**config.mk**
```make
export PLATFORM = sky130hd
export DESIGN_NAME = hazard_ctrl
export DESIGN_NICKNAME = d
export VERILOG_FILES = /design/src/rtl/hazard_ctrl.sv
export SDC_FILE = /design/constraint.sdc
export NUM_CORES = 1
export LEC_CHECK = 0
export ABC_CLOCK_PERIOD_IN_PS = 2700
export CAP_MARGIN = 15
export CORE_MARGIN = 4
export CORE_UTILIZATION = 40
export CTS_CLUSTER_SIZE = 8
export DETAILED_ROUTE_END_ITERATION = 10
export HOLD_SLACK_MARGIN = 0.02
export MAX_ROUTING_LAYER = met4
export PLACE_DENSITY = 0.7
export SETUP_SLACK_MARGIN = 0.15
export SYNTH_ARGS = -nofsm -noshare
export SYNTH_HDL_FRONTEND = slang
export SYNTH_SLANG_ARGS = --single-unit
```
**constraint.sdc**
```tcl
create_clock -name clk -period 2.7 [get_ports clk]
set_input_delay 0.27 -clock clk [delete_from_list [all_inputs] [get_ports clk]]
set_output_delay 0.27 -clock clk [all_outputs]
set_load 0.02 [all_outputs]
```
**src/rtl/hazard_ctrl.sv**
```systemverilog
// -----------------------------------------------------------------------------
// hazard_ctrl
//
// Purpose
//   Central hazard unit for the five-stage pipeline. It decides, every cycle,
//   whether the PC and the pipeline registers advance, hold, or take a bubble.
//   It also sequences multi-cycle memory accesses through a small FSM:
//   RUN -> WAIT -> (RUN | ERR -> RUN).
//
//   All state in this block updates on the FALLING edge of clk. This matches
//   the pipeline registers, so the combinational stall/flush decision has the
//   first half of the cycle to settle.
//
// Ports
//   clk            system clock (state updates on negedge)
//   rst            asynchronous, active-low reset
//   id_rreg1/2     source registers of the instruction in ID
//   id_use1/2      ID instruction really reads rreg1 / rreg2
//   exe_wreg       destination register of the instruction in EXE
//   exe_memread    EXE instruction is a load
//   exe_jump       branch/jump resolved taken in EXE
//   mem_imem       MEM stage uses instruction RAM (conflicts with fetch)
//   mem_busy       MEM stage needs a multi-cycle access
//   mem_ready      multi-cycle access is complete
//   pc_stall, ifid_stall, idexe_stall, exemem_stall
//                  hold the PC / named pipeline register
//   ifid_flush, idexe_flush
//                  load a bubble into IF/ID / ID/EXE
//   state          FSM state: RUN=00, WAIT=01, ERR=10
//   stall_cnt      saturating count of cycles with any stall or flush high
//   timeout        sticky flag, set when a WAIT ran out of patience
// -----------------------------------------------------------------------------
module hazard_ctrl #(
    parameter int unsigned WAIT_LIMIT = 255
) (
    input  logic        clk,
    input  logic        rst,
    input  logic [3:0]  id_rreg1,
    input  logic [3:0]  id_rreg2,
    input  logic        id_use1,
    input  logic        id_use2,
    input  logic [3:0]  exe_wreg,
    input  logic        exe_memread,
    input  logic        exe_jump,
    input  logic        mem_imem,
    input  logic        mem_busy,
    input  logic        mem_ready,
    output logic        pc_stall,
    output logic        ifid_stall,
    output logic        idexe_stall,
    output logic        exemem_stall,
    output logic        ifid_flush,
    output logic        idexe_flush,
    output logic [1:0]  state,
    output logic [15:0] stall_cnt,
    output logic        timeout
);

    typedef enum logic [1:0] {
        ST_RUN  = 2'b00,
        ST_WAIT = 2'b01,
        ST_ERR  = 2'b10
    } state_t;

    localparam logic [7:0]  LIMIT   = 8'(WAIT_LIMIT);
    localparam logic [15:0] CNT_MAX = 16'hFFFF;

    // Control vector bit positions, kept together so the "any activity"
    // term for stall_cnt and the reset gating are single expressions.
    localparam int B_PC     = 5;
    localparam int B_IFID_S = 4;
    localparam int B_IDEX_S = 3;
    localparam int B_EXME_S = 2;
    localparam int B_IFID_F = 1;
    localparam int B_IDEX_F = 0;

    localparam logic [5:0] CTL_NONE     = 6'b000000;
    localparam logic [5:0] CTL_HOLD_ALL = 6'b111100; // every stage frozen
    localparam logic [5:0] CTL_BRANCH   = 6'b000011; // squash IF/ID and ID/EXE
    localparam logic [5:0] CTL_STRUCT   = 6'b100010; // hold PC, bubble into IF/ID
    localparam logic [5:0] CTL_LOADUSE  = 6'b110001; // hold PC+IF/ID, bubble into ID/EXE

    state_t      state_reg, state_next;
    logic [7:0]  wait_cnt_reg, wait_cnt_next;
    logic [15:0] stall_cnt_reg, stall_cnt_next;
    logic        timeout_reg, timeout_next;

    logic [5:0]  ctl_next;   // stall/flush decision before reset gating
    logic [5:0]  ctl_out;

    // -------------------------------------------------------------------------
    // Load-use detection: one comparator per ID source operand.
    // -------------------------------------------------------------------------
    logic [3:0] src_rreg [2];
    logic [1:0] src_use;
    logic [1:0] src_hit;
    logic       load_use;

    assign src_rreg[0] = id_rreg1;
    assign src_rreg[1] = id_rreg2;
    assign src_use     = {id_use2, id_use1};

    generate
        for (genvar gi = 0; gi < 2; gi++) begin : g_src_cmp
            assign src_hit[gi] = src_use[gi] && (src_rreg[gi] == exe_wreg);
        end
    endgenerate

    assign load_use = exe_memread && (|src_hit);

    // -------------------------------------------------------------------------
    // Next-state and stall/flush decision
    // -------------------------------------------------------------------------
    always_comb begin
        state_next    = state_reg;
        wait_cnt_next = wait_cnt_reg;
        timeout_next  = timeout_reg;
        ctl_next      = CTL_NONE;

        case (state_reg)
            ST_RUN: begin
                wait_cnt_next = 8'd0;
                // mem_busy owns the cycle even when it completes at once;
                // everything below it is suppressed.
                if (mem_busy) begin
                    if (!mem_ready) begin
                        ctl_next   = CTL_HOLD_ALL;
                        state_next = ST_WAIT;
                    end
                end else if (exe_jump) begin
                    // The wrong-path fetch and the ID instruction both die,
                    // so a structural or load-use hazard on them is moot.
                    ctl_next = CTL_BRANCH;
                end else if (mem_imem) begin
                    ctl_next = CTL_STRUCT;
                end else if (load_use) begin
                    ctl_next = CTL_LOADUSE;
                end
            end

            ST_WAIT: begin
                if (mem_ready) begin
                    // Stalls drop in the completing cycle. A load-use sitting
                    // in ID/EXE is picked up by the next RUN cycle.
                    state_next    = ST_RUN;
                    wait_cnt_next = 8'd0;
                end else begin
                    ctl_next = CTL_HOLD_ALL;
                    if ((wait_cnt_reg + 8'd1) >= LIMIT) begin
                        state_next    = ST_ERR;
                        timeout_next  = 1'b1;
                        wait_cnt_next = 8'd0;
                    end else begin
                        wait_cnt_next = wait_cnt_reg + 8'd1;
                    end
                end
            end

            ST_ERR: begin
                // Drain the faulting access: let PC and EXE/MEM move, bubble
                // the two front registers once, then resume.
                ctl_next      = CTL_BRANCH;
                state_next    = ST_RUN;
                wait_cnt_next = 8'd0;
            end

            default: begin
                state_next    = ST_RUN;
                wait_cnt_next = 8'd0;
            end
        endcase
    end

    always_comb begin
        stall_cnt_next = stall_cnt_reg;
        if ((ctl_next != CTL_NONE) && (stall_cnt_reg != CNT_MAX)) begin
            stall_cnt_next = stall_cnt_reg + 16'd1;
        end
    end

    // -------------------------------------------------------------------------
    // State registers (falling edge, asynchronous active-low reset)
    // -------------------------------------------------------------------------
    always_ff @(negedge clk or negedge rst) begin
        if (!rst) begin
            state_reg     <= ST_RUN;
            wait_cnt_reg  <= 8'd0;
            stall_cnt_reg <= 16'd0;
            timeout_reg   <= 1'b0;
        end else begin
            state_reg     <= state_next;
            wait_cnt_reg  <= wait_cnt_next;
            stall_cnt_reg <= stall_cnt_next;
            timeout_reg   <= timeout_next;
        end
    end

    // -------------------------------------------------------------------------
    // Outputs. Stall/flush are forced low while reset is held so that a
    // hazard on the inputs cannot leak out during reset.
    // -------------------------------------------------------------------------
    assign ctl_out      = rst ? ctl_next : CTL_NONE;

    assign pc_stall     = ctl_out[B_PC];
    assign ifid_stall   = ctl_out[B_IFID_S];
    assign idexe_stall  = ctl_out[B_IDEX_S];
    assign exemem_stall = ctl_out[B_EXME_S];
    assign ifid_flush   = ctl_out[B_IFID_F];
    assign idexe_flush  = ctl_out[B_IDEX_F];

    assign state        = state_reg;
    assign stall_cnt    = stall_cnt_reg;
    assign timeout      = timeout_reg;

endmodule

```
## Yosys cells after proc, flatten, opt, wreduce, memory -nomap -nowiden

Index checks and enable logic that the tools add are counted.

| storage, ports and cells | value |
|---|---|
| flip-flop bits (word level) | 27 |
| bits in latches | 0 |
| bits in writable memories | 0 |
| bits in read-only memories | 0 |
| input port bits | 21 |
| output and inout bits | 25 |
| logic and storage cells | 40 |
| memories kept | 0 |

| operators by class | value |
|---|---|
| add/subtract/negate cells | 2 |
| $mul | 0 |
| div/mod/pow operators | 0 |
| $lt $le $gt $ge | 1 |
| equality and inequality tests | 8 |
| shifts and indexed selects | 0 |
| muxes and demuxes | 15 |
| bitwise logic cells | 1 |
| reduce and logical (&&, ||, !) cells | 9 |

Operators with widths:

| operator | number |
|---|---|
| two-way mux 6 bit | 6 |
| two-way mux 8 bit | 3 |
| case mux 6 bit (3 select lines) | 1 |
| adder 16 x 1 -> 16 bit (second input constant) | 1 |
| != test 16 bit (second input constant) | 1 |
| adder 8 x 1 -> 8 bit (second input constant) | 1 |
| == test 4 bit | 2 |
| >= comparator 8 bit (second input constant) | 1 |
| two-way mux 2 bit | 4 |
| AND reduction 3 bit | 2 |
| nonzero test 6 bit | 1 |
| logical AND 1 bit | 4 |
| != test 2 bit (second input constant) | 2 |
| case mux 2 bit (2 select lines) | 1 |
| != test 3 bit (second input constant) | 1 |
| == test 2 x 1 -> 1 bit (second input constant) | 1 |
| == test 2 bit (second input constant) | 1 |
| logical NOT 2 bit | 1 |
| OR reduction 2 bit | 1 |
| NOT 1 bit | 1 |

## Logic depth before layout (Yosys ltp)

| depth | value |
|---|---|
| depth in word-level cells | 11 |
| gate-level depth with buffers | 9 |
| gate-level depth less buffers | 8 |

==> impl_metrics.csv <==
group,metric,value,unit
run_status,outcome,"finished, violations left",
run_status,violations,"negative setup slack",
sta,setup_viol,24,
yosys,synth-async-reset-ratio,1.000,
worst_setup_path,slowest_stage,"dfrtn_1",
worst_setup_path,max_stage_delay,0.47,ns
worst_setup_path,cp_common_cell,"buf_6",
worst_hold_path,hold_end,"timeout",
route,vias,1502,
yosys,synth_edf_count,0,
power,power.density,526.3,mW/mm^2
floorplanning,die_height,69.47,um
global_routing,grt_pass1_wl,7445,um
worst_setup_path,cp_max_fo,3,
worst_setup_path,rr_startpoint,"stall_cnt[0]",
sta,fin_ws,-0.3278,ns
clock_tree,cts_root_buffer,"clkbuf_8",
worst_setup_path,path_class,"register to output port",
sta,final-max-slew-violation-count,0,
final_layout,fin_nets,279,
worst_setup_path,crit_chain,"nor2_4 -> buf_6 -> or2_4 -> a21oi_4 -> buf_6",
route,drc,0,
yosys,postSynthAreaPerCell,9.566,sq um
yosys,syn-instance-count,158,
floorplanning,io_pins,46,
clock_tree,path_clk_slew,0.06,ns
worst_setup_path,required,2.43,ns
global_routing,overflow,0,
clock_tree,cts_buffers,3,
worst_setup_path,cp-start-kind,"register",
power,vdd_ir_drop_max,0.0005648,V
yosys,synth_nets,182,
floorplanning,die_area,0.004826,sq mm
final_layout,post-route-util,0.7368,
clock_tree,numClockSinks,27,
place,dpl.hpwl,2937,um
place,port_buffers,45,
route,dr.pass1.iters,4,
global_routing,grt_pass1_vias,1581,
worst_hold_path,hp-start,"timeout",
yosys,ys_seq_elements,27,
sta,worst_slew_pin_slew,0.6583,ns
route,postRouteAntennaNets,0,
clock_tree,clock_latency,0.28,ns
clock_tree,cts_tree,"done",
clock_tree,cts_max_level,1,
worst_setup_path,worst_ep_arrival_time,2.76,ns
final_layout,fillCellCount,248,
final_layout,antennaDiodeCount,0,
route,vias_per_cell,4.974,
final_layout,instances_no_fill,302,
sta,finalClockSkew,0.002522,ns
global_routing,grt_use_total,0.1954,
yosys,synth_top_flop_cell,"dfrtn_1",
worst_setup_path,endpoint_kind,"output port",
worst_hold_path,holdPathStages,1,
worst_setup_path,r2r_slack,0.24,ns
yosys,yosysSeqAreaShare,0.4470,
route,wire_per_inst,15.27,um
job,max_cap_viol_count,0,
place,place_area,0.002302,sq mm
final_layout,drive_gt1_frac,0.5394,
route,initialDrtViolationCount,59,
final_layout,final_area,0.002698,sq mm
worst_setup_path,critPathLaunch,"state[0]",
floorplanning,core,0.003661,sq mm
power,finalPower,0.001420,W
sta,hold_viol,0,
place,dp_cells,277,
final_layout,largest_reg_flops,16,
global_routing,grt_max_degree,31,
worst_setup_path,reg2reg_depth,11,
global_routing,antenna_found_initial,0,
place,gp_congestion,0.9064,
route,wl,4613,um
final_layout,area_growth,78.48,%
floorplanning,initial_core_util,0.4129,
yosys,yosys.cell_types.count,37,
floorplanning,row_count,22,
yosys,syn_area,0.001511,sq mm
power,leakagePower,1.300,nW
worst_setup_path,r2r_end,"stall_cnt[7]",
worst_hold_path,worstHoldPathType,"register to register",
sta,slew_headroom,0.5599,
floorplanning,fp.dieW,69.47,um
clock_tree,ctsLongestPathBuffers,2,
place,place_ws,-0.9656,ns
yosys,yosys_warnings,0,
sta,rsz0062_at_grt,"true",
[worst max-delay path, delay by kind of cell, from the launching register on]
| family | cells | cell delay [ns] |
|---|---|---|
| DFF | 1 | 0.47 |
| and+or+nand+nor | 2 | 0.30 |
| buffers and inverters | 2 | 0.24 |
| AOI/OAI and AO/OA | 1 | 0.13 |
[area by class of cell]
type	count	area (sq um)	share of cell area
flip-flops and latches	27	675.6	0.2505
multi-input cells	121	1070	0.3966
well taps	48	60.06	0.02226
repair buffers	96	820.8	0.3043
inverters	6	22.52	0.008349
clock inverters	1	7.507	0.002783
clock buffers	3	41.29	0.01531
[placed cells by master, fill, tap and decap left out, types with 2 or more instances in the layout]
master,Yosys,layout
nor3_4,0,3
nor2_4,0,9
buf_12,0,3
nor3_2,1,2
xnor2_2,0,2
and3_1,2,2
a21oi_4,0,2
nand3_1,7,6
buf_2,2,21
nand3_2,1,2
a31oi_1,2,2
inv_1,6,6
clkbuf_2,0,2
xor2_2,0,3
ha_1,3,3
nor2_1,26,15
buf_4,1,36
clkbuf_8,0,3
dlygate4sd2_1,0,4
nand2_1,12,12
xor2_1,21,17
nand4_1,5,5
nor4_4,0,4
nor2_2,1,3
xnor2_1,7,5
dfrtn_1,27,27
buf_6,1,28
[metal layers]
layer / wire (um) / GRT usage / up-vias
met4: 27 / 0.04772 / 0
met5: 0 / - / -
met2: 2376 / 0.3231 / 41
met1: 2023 / 0.2436 / 735
li1: - / - / 722
met3: 186 / 0.04348 / 4
[where the power goes]
part / switching (W) / internal (W)
clock network: 0.000130 / 0.000105
logic: 0.000350 / 0.000329
registers: 0.0000371 / 0.000468
[cell usage after synthesis, types with 2 or more instances]
library cell,number,area share
a21oi_1,2,0.0066
ha_1,3,0.025
xnor2_1,7,0.041
xor2_1,21,0.12
nor3_1,5,0.017
nor4_1,5,0.021
o21ai_0,2,0.0066
inv_1,6,0.015
nand2_1,12,0.030
buf_2,2,0.0066
and2_1,2,0.0083
and3_1,2,0.0083
nand3_1,7,0.023
nand4_1,5,0.021
a31oi_1,2,0.0083
a211oi_1,2,0.0099
or2_2,2,0.0083
dfrtn_1,27,0.45
nor2_1,26,0.065
[cells by family after synthesis]
| logic type | count (synthesis) | synth area share |
|---|---|---|
| AND/OR/NAND/NOR | 75 | 0.2475 |
| XOR/XNOR | 28 | 0.1623 |
| flip-flops | 27 | 0.4470 |
| AO/OA/AOI/OAI | 13 | 0.07037 |
| buffers and inverters | 10 | 0.03394 |
| adder cells (fa/ha/maj) | 3 | 0.02484 |
| multiplexers | 2 | 0.01407 |
[worst max path at each step]
stage | to | slack (ns) | cells after the start
CTS | pc_stall | -0.34 | 5
floorplan | stall_cnt[1] | -0.35 | 8
detailed placement | stall_cnt[11] | -0.97 | 6
global route | pc_stall | -0.39 | 5
finish | pc_stall | -0.33 | 5
global placement | stall_cnt[11] | -0.92 | 6
[per-stage QoR]
step | hold slack, ns | TNS [ns]
3_5_place_dp | 0.4224 | -16.97
4_1_cts | 0.4232 | -4.686
3_3_place_gp | 0.4068 | -16.03
6_report | 0.4176 | -5.081
5_1_grt | 0.4673 | -6.489
2_1_floorplan | 0.3881 | -4.091
[what timing repair did]
action | 4_1_cts | 5_1_grt
gates cloned | 0 | 0
endpoints found under the hold margin | 0 | 0
endpoints found under the setup margin | 41 | 26
hold buffers | 0 | 0
pin swaps | 33 | 19
buffers inserted | 12 | 9
resized for setup | 222 | 28
No activity file was read; power rests on OpenSTA's default activity.
